[src/rtl/arp_cache_responder.sv]
// ARP responder with a learned IP->MAC cache and a lookup port for the IP path.
// Define ARP_GRATUITOUS_EN to emit one announce frame after reset release.
module arp_cache_responder #(
    parameter int CACHE_DEPTH = 4,
    parameter int CNT_W       = 16
) (
    input  logic             clk,
    input  logic             areset,
    input  logic [7:0]       data_rx_i,
    input  logic             data_valid_rx_i,
    input  logic             data_ack_tx_i,
    input  logic [47:0]      my_mac_i,
    input  logic [31:0]      my_ipv4_i,
    output logic             data_valid_tx_o,
    output logic [7:0]       data_tx_o,
    input  logic             lookup_req_i,
    input  logic [31:0]      lookup_ip_i,
    output logic             lookup_done_o,
    output logic             lookup_hit_o,
    output logic [47:0]      lookup_mac_o,
    output logic [CNT_W-1:0] reply_cnt_o,
    output logic [CNT_W-1:0] drop_cnt_o
);
    localparam int PW = (CACHE_DEPTH > 1) ? $clog2(CACHE_DEPTH) : 1;
    localparam logic [5:0] FLEN = 6'd42;
    localparam logic [5:0] LAST = 6'd41;

`ifdef ARP_GRATUITOUS_EN
    typedef enum logic [1:0] {IDLE, REPLY, GRAT} state_t;
`else
    typedef enum logic [1:0] {IDLE, REPLY} state_t;
`endif

    logic [5:0] rx_cnt;
    logic [7:0] rx_b [42];
    logic [47:0] f_dst;
    logic [47:0] f_sha;
    logic [31:0] f_spa;
    logic [31:0] f_tpa;
    logic [15:0] f_oper;
    logic hdr_ok;
    logic frame_end;
    logic frame_ok;
    logic learn;
    logic need_reply;

    always_ff @(posedge clk or negedge areset) begin
        if (!areset) begin
            rx_cnt <= '0;
        end else if (!data_valid_rx_i) begin
            rx_cnt <= '0;
        end else if (rx_cnt != FLEN) begin
            rx_cnt <= rx_cnt + 6'd1;
        end
    end

    // Only the first 42 bytes are kept; padding never overwrites them.
    always_ff @(posedge clk) begin
        if (data_valid_rx_i && rx_cnt != FLEN) begin
            rx_b[rx_cnt] <= data_rx_i;
        end
    end

    assign f_dst  = {rx_b[0], rx_b[1], rx_b[2], rx_b[3], rx_b[4], rx_b[5]};
    assign f_oper = {rx_b[20], rx_b[21]};
    assign f_sha  = {rx_b[22], rx_b[23], rx_b[24],
                     rx_b[25], rx_b[26], rx_b[27]};
    assign f_spa  = {rx_b[28], rx_b[29], rx_b[30], rx_b[31]};
    assign f_tpa  = {rx_b[38], rx_b[39], rx_b[40], rx_b[41]};

    assign hdr_ok = {rx_b[12], rx_b[13]} == 16'h0806
                 && {rx_b[14], rx_b[15]} == 16'h0001
                 && {rx_b[16], rx_b[17]} == 16'h0800
                 && rx_b[18] == 8'd6
                 && rx_b[19] == 8'd4;

    assign frame_end  = !data_valid_rx_i && rx_cnt != '0;
    assign frame_ok   = frame_end && rx_cnt == FLEN && hdr_ok
                     && (f_dst == '1 || f_dst == my_mac_i)
                     && (f_oper == 16'd1 || f_oper == 16'd2);
    assign learn      = frame_ok && f_spa != '0;
    assign need_reply = frame_ok && f_oper == 16'd1 && f_tpa == my_ipv4_i;

    logic [CACHE_DEPTH-1:0] c_valid;
    logic [31:0] c_ip [CACHE_DEPTH];
    logic [47:0] c_mac [CACHE_DEPTH];
    logic [PW-1:0] ptr;
    logic [PW-1:0] l_idx;
    logic l_hit;
    logic k_hit;
    logic [47:0] k_mac;

    // Learning keeps IPs unique, so at most one entry can match.
    always_comb begin
        l_hit = 1'b0;
        l_idx = '0;
        k_hit = 1'b0;
        k_mac = '0;
        for (int i = 0; i < CACHE_DEPTH; i++) begin
            if (c_valid[i] && c_ip[i] == f_spa) begin
                l_hit = 1'b1;
                l_idx = PW'(i);
            end
            if (c_valid[i] && c_ip[i] == lookup_ip_i) begin
                k_hit = 1'b1;
                k_mac = c_mac[i];
            end
        end
    end

    always_ff @(posedge clk or negedge areset) begin
        if (!areset) begin
            c_valid <= '0;
            ptr     <= '0;
            for (int i = 0; i < CACHE_DEPTH; i++) begin
                c_ip[i]  <= '0;
                c_mac[i] <= '0;
            end
        end else if (learn) begin
            if (l_hit) begin
                c_mac[l_idx] <= f_sha;
            end else begin
                c_valid[ptr] <= 1'b1;
                c_ip[ptr]    <= f_spa;
                c_mac[ptr]   <= f_sha;
                ptr <= (ptr == PW'(CACHE_DEPTH - 1)) ? '0 : ptr + PW'(1);
            end
        end
    end

    always_ff @(posedge clk or negedge areset) begin
        if (!areset) begin
            lookup_done_o <= 1'b0;
            lookup_hit_o  <= 1'b0;
            lookup_mac_o  <= '0;
        end else begin
            lookup_done_o <= lookup_req_i;
            lookup_hit_o  <= lookup_req_i && k_hit;
            lookup_mac_o  <= (lookup_req_i && k_hit) ? k_mac : '0;
        end
    end

    state_t state;
    state_t state_nx;
    logic start_reply;
    logic tx_fire;
    logic tx_last;
    logic pend_full;
    logic [47:0] pend_sha;
    logic [31:0] pend_spa;
    logic [47:0] tx_sha;
    logic [31:0] tx_spa;
    logic [5:0] tx_idx;
    logic [335:0] tx_frame;
    logic [7:0] tx_b [42];

`ifdef ARP_GRATUITOUS_EN
    logic ann_pend;
    logic start_grat;

    always_ff @(posedge clk or negedge areset) begin
        if (!areset) begin
            ann_pend <= 1'b1;
        end else if (start_grat) begin
            ann_pend <= 1'b0;
        end
    end
`endif

    assign data_valid_tx_o = state != IDLE;
    assign tx_fire = data_valid_tx_o && data_ack_tx_i;
    assign tx_last = tx_fire && tx_idx == LAST;

    always_ff @(posedge clk or negedge areset) begin
        if (!areset) begin
            state <= IDLE;
        end else begin
            state <= state_nx;
        end
    end

    always_comb begin
        state_nx    = state;
        start_reply = 1'b0;
`ifdef ARP_GRATUITOUS_EN
        start_grat  = 1'b0;
`endif
        unique case (state)
            IDLE: begin
`ifdef ARP_GRATUITOUS_EN
                if (ann_pend) begin
                    state_nx   = GRAT;
                    start_grat = 1'b1;
                end else
`endif
                if (pend_full) begin
                    state_nx    = REPLY;
                    start_reply = 1'b1;
                end
            end
            default: begin
                if (tx_last) begin
                    state_nx = IDLE;
                end
            end
        endcase
    end

    // A capture in the release cycle refills the slot instead of dropping.
    always_ff @(posedge clk or negedge areset) begin
        if (!areset) begin
            tx_idx      <= '0;
            pend_full   <= 1'b0;
            pend_sha    <= '0;
            pend_spa    <= '0;
            tx_sha      <= '0;
            tx_spa      <= '0;
            reply_cnt_o <= '0;
            drop_cnt_o  <= '0;
        end else begin
            if (tx_fire) begin
                tx_idx <= tx_last ? '0 : tx_idx + 6'd1;
            end
            if (start_reply) begin
                tx_sha <= pend_sha;
                tx_spa <= pend_spa;
            end
            if (need_reply && pend_full && !start_reply) begin
                drop_cnt_o <= drop_cnt_o + CNT_W'(1);
            end else if (need_reply) begin
                pend_full <= 1'b1;
                pend_sha  <= f_sha;
                pend_spa  <= f_spa;
            end else if (start_reply) begin
                pend_full <= 1'b0;
            end
            if (state == REPLY && tx_last) begin
                reply_cnt_o <= reply_cnt_o + CNT_W'(1);
            end
        end
    end

    always_comb begin
        tx_frame = {tx_sha, my_mac_i, 16'h0806,
                    16'h0001, 16'h0800, 8'h06, 8'h04, 16'h0002,
                    my_mac_i, my_ipv4_i, tx_sha, tx_spa};
`ifdef ARP_GRATUITOUS_EN
        if (state == GRAT) begin
            tx_frame = {48'hFFFF_FFFF_FFFF, my_mac_i, 16'h0806,
                        16'h0001, 16'h0800, 8'h06, 8'h04, 16'h0001,
                        my_mac_i, my_ipv4_i, 48'h0, my_ipv4_i};
        end
`endif
        for (int i = 0; i < 42; i++) begin
            tx_b[i] = tx_frame[335 - 8 * i -: 8];
        end
    end

    assign data_tx_o = data_valid_tx_o ? tx_b[tx_idx] : 8'h00;

endmodule

[config.mk]
export PLATFORM = sky130hd
export DESIGN_NAME = arp_cache_responder
export DESIGN_NICKNAME = d
export VERILOG_FILES = /design/src/rtl/arp_cache_responder.sv
export SDC_FILE = /design/constraint.sdc
export NUM_CORES = 2
export LEC_CHECK = 0
export BUFFER_PORTS_ARGS = -buffer_cell sky130_fd_sc_hd__buf_2
export CAP_MARGIN = 20
export CORE_ASPECT_RATIO = 0.9
export CORE_UTILIZATION = 35
export DETAILED_ROUTE_END_ITERATION = 12
export HOLD_SLACK_MARGIN = 0.03
export PLACE_DENSITY = 0.63
export SYNTH_ARGS = -nofsm -noshare
export SYNTH_HDL_FRONTEND = slang
export SYNTH_SLANG_ARGS = --single-unit
[constraint.sdc]
create_clock -name clk -period 4.6 [get_ports clk]
set_input_delay 0.69 -clock clk [delete_from_list [all_inputs] [get_ports clk]]
set_output_delay 0.69 -clock clk [all_outputs]
set_load 0.01 [all_outputs]
==> summary.txt <==
Synthesis
  • Post-Synthesis Net Count: about 2900
  • Fraction of synthesized cell area taken by the top area cell type: between 30% and 40%
  • Area leader, netlist: sky130_fd_sc_hd__dfrtp_1
  • Number of synthesized flops with an enable pin: 240
  • Async set or reset register ratio after synthesis: a little over two thirds
  • Netlist Area Pre-Place: about 0.037 mm2
  • Synthesis Warnings: 0
  • Cell types occupying the most area after synthesis: sky130_fd_sc_hd__dfrtp_1 39%, sky130_fd_sc_hd__edfxtp_1 19%, sky130_fd_sc_hd__mux2_2 14%
  • Number of distinct library cell variants in the gate-level netlist after synthesis: 61
  • Portion of the post-synthesis area used by sequential elements: between 50% and 60%
  • Prevailing post-synth register cell: sky130_fd_sc_hd__dfrtp_1
  • Top post-synthesis cells by count: 582 x sky130_fd_sc_hd__dfrtp_1, 466 x sky130_fd_sc_hd__mux2_2, 240 x sky130_fd_sc_hd__edfxtp_1
  • Register bit total from synthesis: 822
  • Post-Syn Area per Cell: 13.41 um2
  • Most numerous cell in the Yosys netlist: sky130_fd_sc_hd__dfrtp_1
  • Post-synthesis instance total: about 2800

Finish
  • Share of post-route cells with drive strength above 1: a little under a third
  • Area growth from synthesis to final layout: 15.70%
  • Post-layout utilization of the core: about two fifths
  • Footprint of the flip-flops and latches: between 0.02 and 0.025 mm2
  • Fillcell total: approximately 9600
  • Net count reported at finish: between 3000 and 4000
  • Post-route cell area: roughly 0.043 mm2
  • Multi-input combinational cell area: 0.01440 mm2

Route
  • Residual antenna-violating net count after detailed routing: 1
  • DRC violation count after routing: 0
  • Number of vias per cell: 5.450
  • Count of routing violations after the opening detailed-route iteration: 2153
  • Overall routed net length: approximately 110 mm
  • Via Count: 23948
  • First-pass iteration count of the detailed router: 7
  • Routed WL per cell: 24.86 um

Setup path
  • R2R setup slack: approximately 730 ps
  • Required arrival time at the worst endpoint: between 3000 and 4000 ps
  • Worst setup endpoint: data_tx_o[1]
  • Element type at the critical path end: output port
  • Category of the critical setup timing path: reg2out
  • Path depth of the worst reg2reg path: 9
  • Worst setup SP type: flop
  • Arrival time of the worst setup path: 3500 ps
  • Launch instance of the worst register-to-register path: rx_cnt[0]$_DFFE_PN0P_
  • Worst r2r dst: c_mac[191]$_DFFE_PN0P_
  • Worst setup path startpoint: tx_idx[0]$_DFFE_PN0P_
  • Maximum fanout encountered on the critical timing path: 38

Power
  • Clock power frac: 44.2%
  • Total power density per cell area: 384.8 mW/mm2
  • Switch Pwr: about 4.1 mW
  • Leakage power of the design: about 19 nW
  • Fraction of power spent switching nets: 24.52%
  • Share of total power in sequential cells: between 40% and 50%
  • Internal: approximately 12 mW
  • Combinational fraction of design power: 8.8%
  • Peak supply drop: a little over 0.3 mV

STA
  • Post-Route Skew: between 40 and 50 ps
  • Peak clock frequency supported by timing: approximately 240 MHz
  • Worst-case headroom to the max-slew limit: about 27%
  • Final worst hold slack: 101.1 ps
  • Post-route minimum period: roughly 4200 ps
  • Final Setup Violations: 0
  • Max-slew violation total from the final report: 0
  • RSZ-0062 raised after global routing: no
  • Total count of hold-check failures in the final report: 0
  • Fraction of the cycle the final worst path needs: about nine tenths
  • Slew at the pin closest to its max-slew limit: 1098 ps
  • Setup TNS: 0 ps

Run status
  • Violations in the final reports: antenna violations
  • Status: complete, but fails checks

Global routing
  • First-pass GRT wire length: 162.7 mm
  • Antenna violations before repair: 8
  • Overall Global Routing Usage: about a fifth
  • Maximum number of pins on one net before global-route repair: approximately 110
  • Overall overflow remaining after global route: 0
  • Via count of the first global-routing pass: roughly 24000

Placement
  • Gp weighted congestion: between 0.9 and 1
  • Detailed Place HPWL: 73.73 mm
  • Count of port buffers added during placement: ~220
  • Cell area after placement: approximately 0.040 mm2

Floorplan
  • DIE WIDTH: about 350 um
  • Die extent in y: around 310 um
  • Row cnt: approximately 110
  • Io pins: between 200 and 250
  • Initial cell density of the core: about 36%
  • Area enclosed by the die boundary: approximately 0.11 mm2
  • Std-Cell Core Area: around 0.10 mm2

Clock network
  • Maximum buffer depth of the clock tree: 3
  • Post-CTS setup buffer count: 0
  • TritonCTS clock tree: built
  • CTS Root Buffer Type: sky130_fd_sc_hd__clkbuf_16
  • Count of H-tree levels built during CTS: 3
  • TritonCTS buffer count: between 80 and 90
  • Post_cts resized: 0
  • Reg clk slew, reported paths: ~60 ps
  • Insertion delay of the later-clocked pin in the worst-skew pair: between 600 and 700 ps
  • Clock sink count: ~800
  • CTS Hold Bufs: 0

Run
  • Max Cap Violations: 0

Worst hold path
  • Worst Hold Class: in2async
## layout make-up
| class | instances | area share, % |
|---|---|---|
| clock buffers | 130 | 5.807 |
| inverters | 63 | 0.5510 |
| well taps | 1368 | 3.988 |
| repair buffers | 282 | 4.146 |
| clock inverters | 33 | 1.154 |
| flip-flops and latches | 822 | 50.74 |
| diodes | 10 | 0.05831 |
| multi-input cells | 1686 | 33.56 |
## kinds of logic (layout without fill, tap and decap cells)
family	count (synthesis)	count (layout)	share of synthesized area (%)
other	0	10	0
buffers and inverters	259	508	2.759
muxes	543	543	17.25
adders and majority gates	13	13	0.4385
DFF	822	822	58.69
AOI/OAI and AO/OA	250	250	4.088
xor gates and xnor gates	376	376	8.878
and+or+nand+nor	504	504	7.900
## power groups by stage
stage,combinational (mW),clock (mW),sequential (mW)
floorplan,0.886,0,7.76
global placement,1.45,0,7.89
detailed placement,1.45,0,7.89
CTS,1.45,7.47,7.75
global route,1.55,7.73,7.77
finish,1.46,7.31,7.75
## critical path, cell delays in order, from the launching register on
cell and delay, ps:
sky130_fd_sc_hd__dfrtp_4 940, sky130_fd_sc_hd__buf_4 450, sky130_fd_sc_hd__mux4_2 550, sky130_fd_sc_hd__and3_1 190
sky130_fd_sc_hd__a21oi_1 180, sky130_fd_sc_hd__o22a_1 170, sky130_fd_sc_hd__nor2_1 40, sky130_fd_sc_hd__o21a_1 180
sky130_fd_sc_hd__buf_2 160
## layout by cell type, fill, tap and decap left out, types with 62 or more instances in the layout
master and count:
sky130_fd_sc_hd__xor2_1 170, sky130_fd_sc_hd__nand4_1 131, sky130_fd_sc_hd__clkbuf_16 90, sky130_fd_sc_hd__buf_2 214
sky130_fd_sc_hd__edfxtp_1 240, sky130_fd_sc_hd__mux2_2 466, sky130_fd_sc_hd__nor2_1 72, sky130_fd_sc_hd__o21ai_0 152
sky130_fd_sc_hd__nor4_1 97, sky130_fd_sc_hd__inv_1 62, sky130_fd_sc_hd__dfrtp_1 580, sky130_fd_sc_hd__xnor2_1 206
## through the flow
stage	setup slack [ps]	std cells	power (mW)
2_1_floorplan	865.7	2767	8.642
3_3_place_gp	849.3	4217	9.341
3_5_place_dp	772.2	4220	9.339
4_1_cts	344.8	4383	16.67
5_1_grt	243.3	4388	17.04
6_report	413.1	4394	16.52
## per-layer routing
metal	vias up	part of all wire (%)	track usage, %
met3	176	6.2	3.132
met4	4	2.4	5.256
met1	12443	45	28.67
met2	853	47	31.92
li1	10472	-	-
met5	-	0.021	0
## registers in the layout, indices dropped and copies added, names as in the netlist, 32 cells and up
name	cells
pend_spa	32
tx_sha	48
c_ip	128
lookup_mac_o	48
c_mac	192
tx_spa	32
pend_sha	48
rx_b	240
## how the worst min path moves through the flow
stage | start | end | slack [ps] | cells after the start
4_1_cts | areset | c_mac[26]$_DFFE_PN0P_ | 130 | 1
5_1_grt | areset | tx_idx[4]$_DFFE_PN0P_ | 150 | 1
3_3_place_gp | reply_cnt_o[15]$_DFFE_PN0P_ | reply_cnt_o[15]$_DFFE_PN0P_ | 450 | 1
2_1_floorplan | areset | c_ip[0]$_DFFE_PN0P_ | 390 | 0
6_report | areset | tx_idx[4]$_DFFE_PN0P_ | 100 | 1
3_5_place_dp | reply_cnt_o[15]$_DFFE_PN0P_ | reply_cnt_o[15]$_DFFE_PN0P_ | 460 | 1
Power figures use the tool's default switching activity.
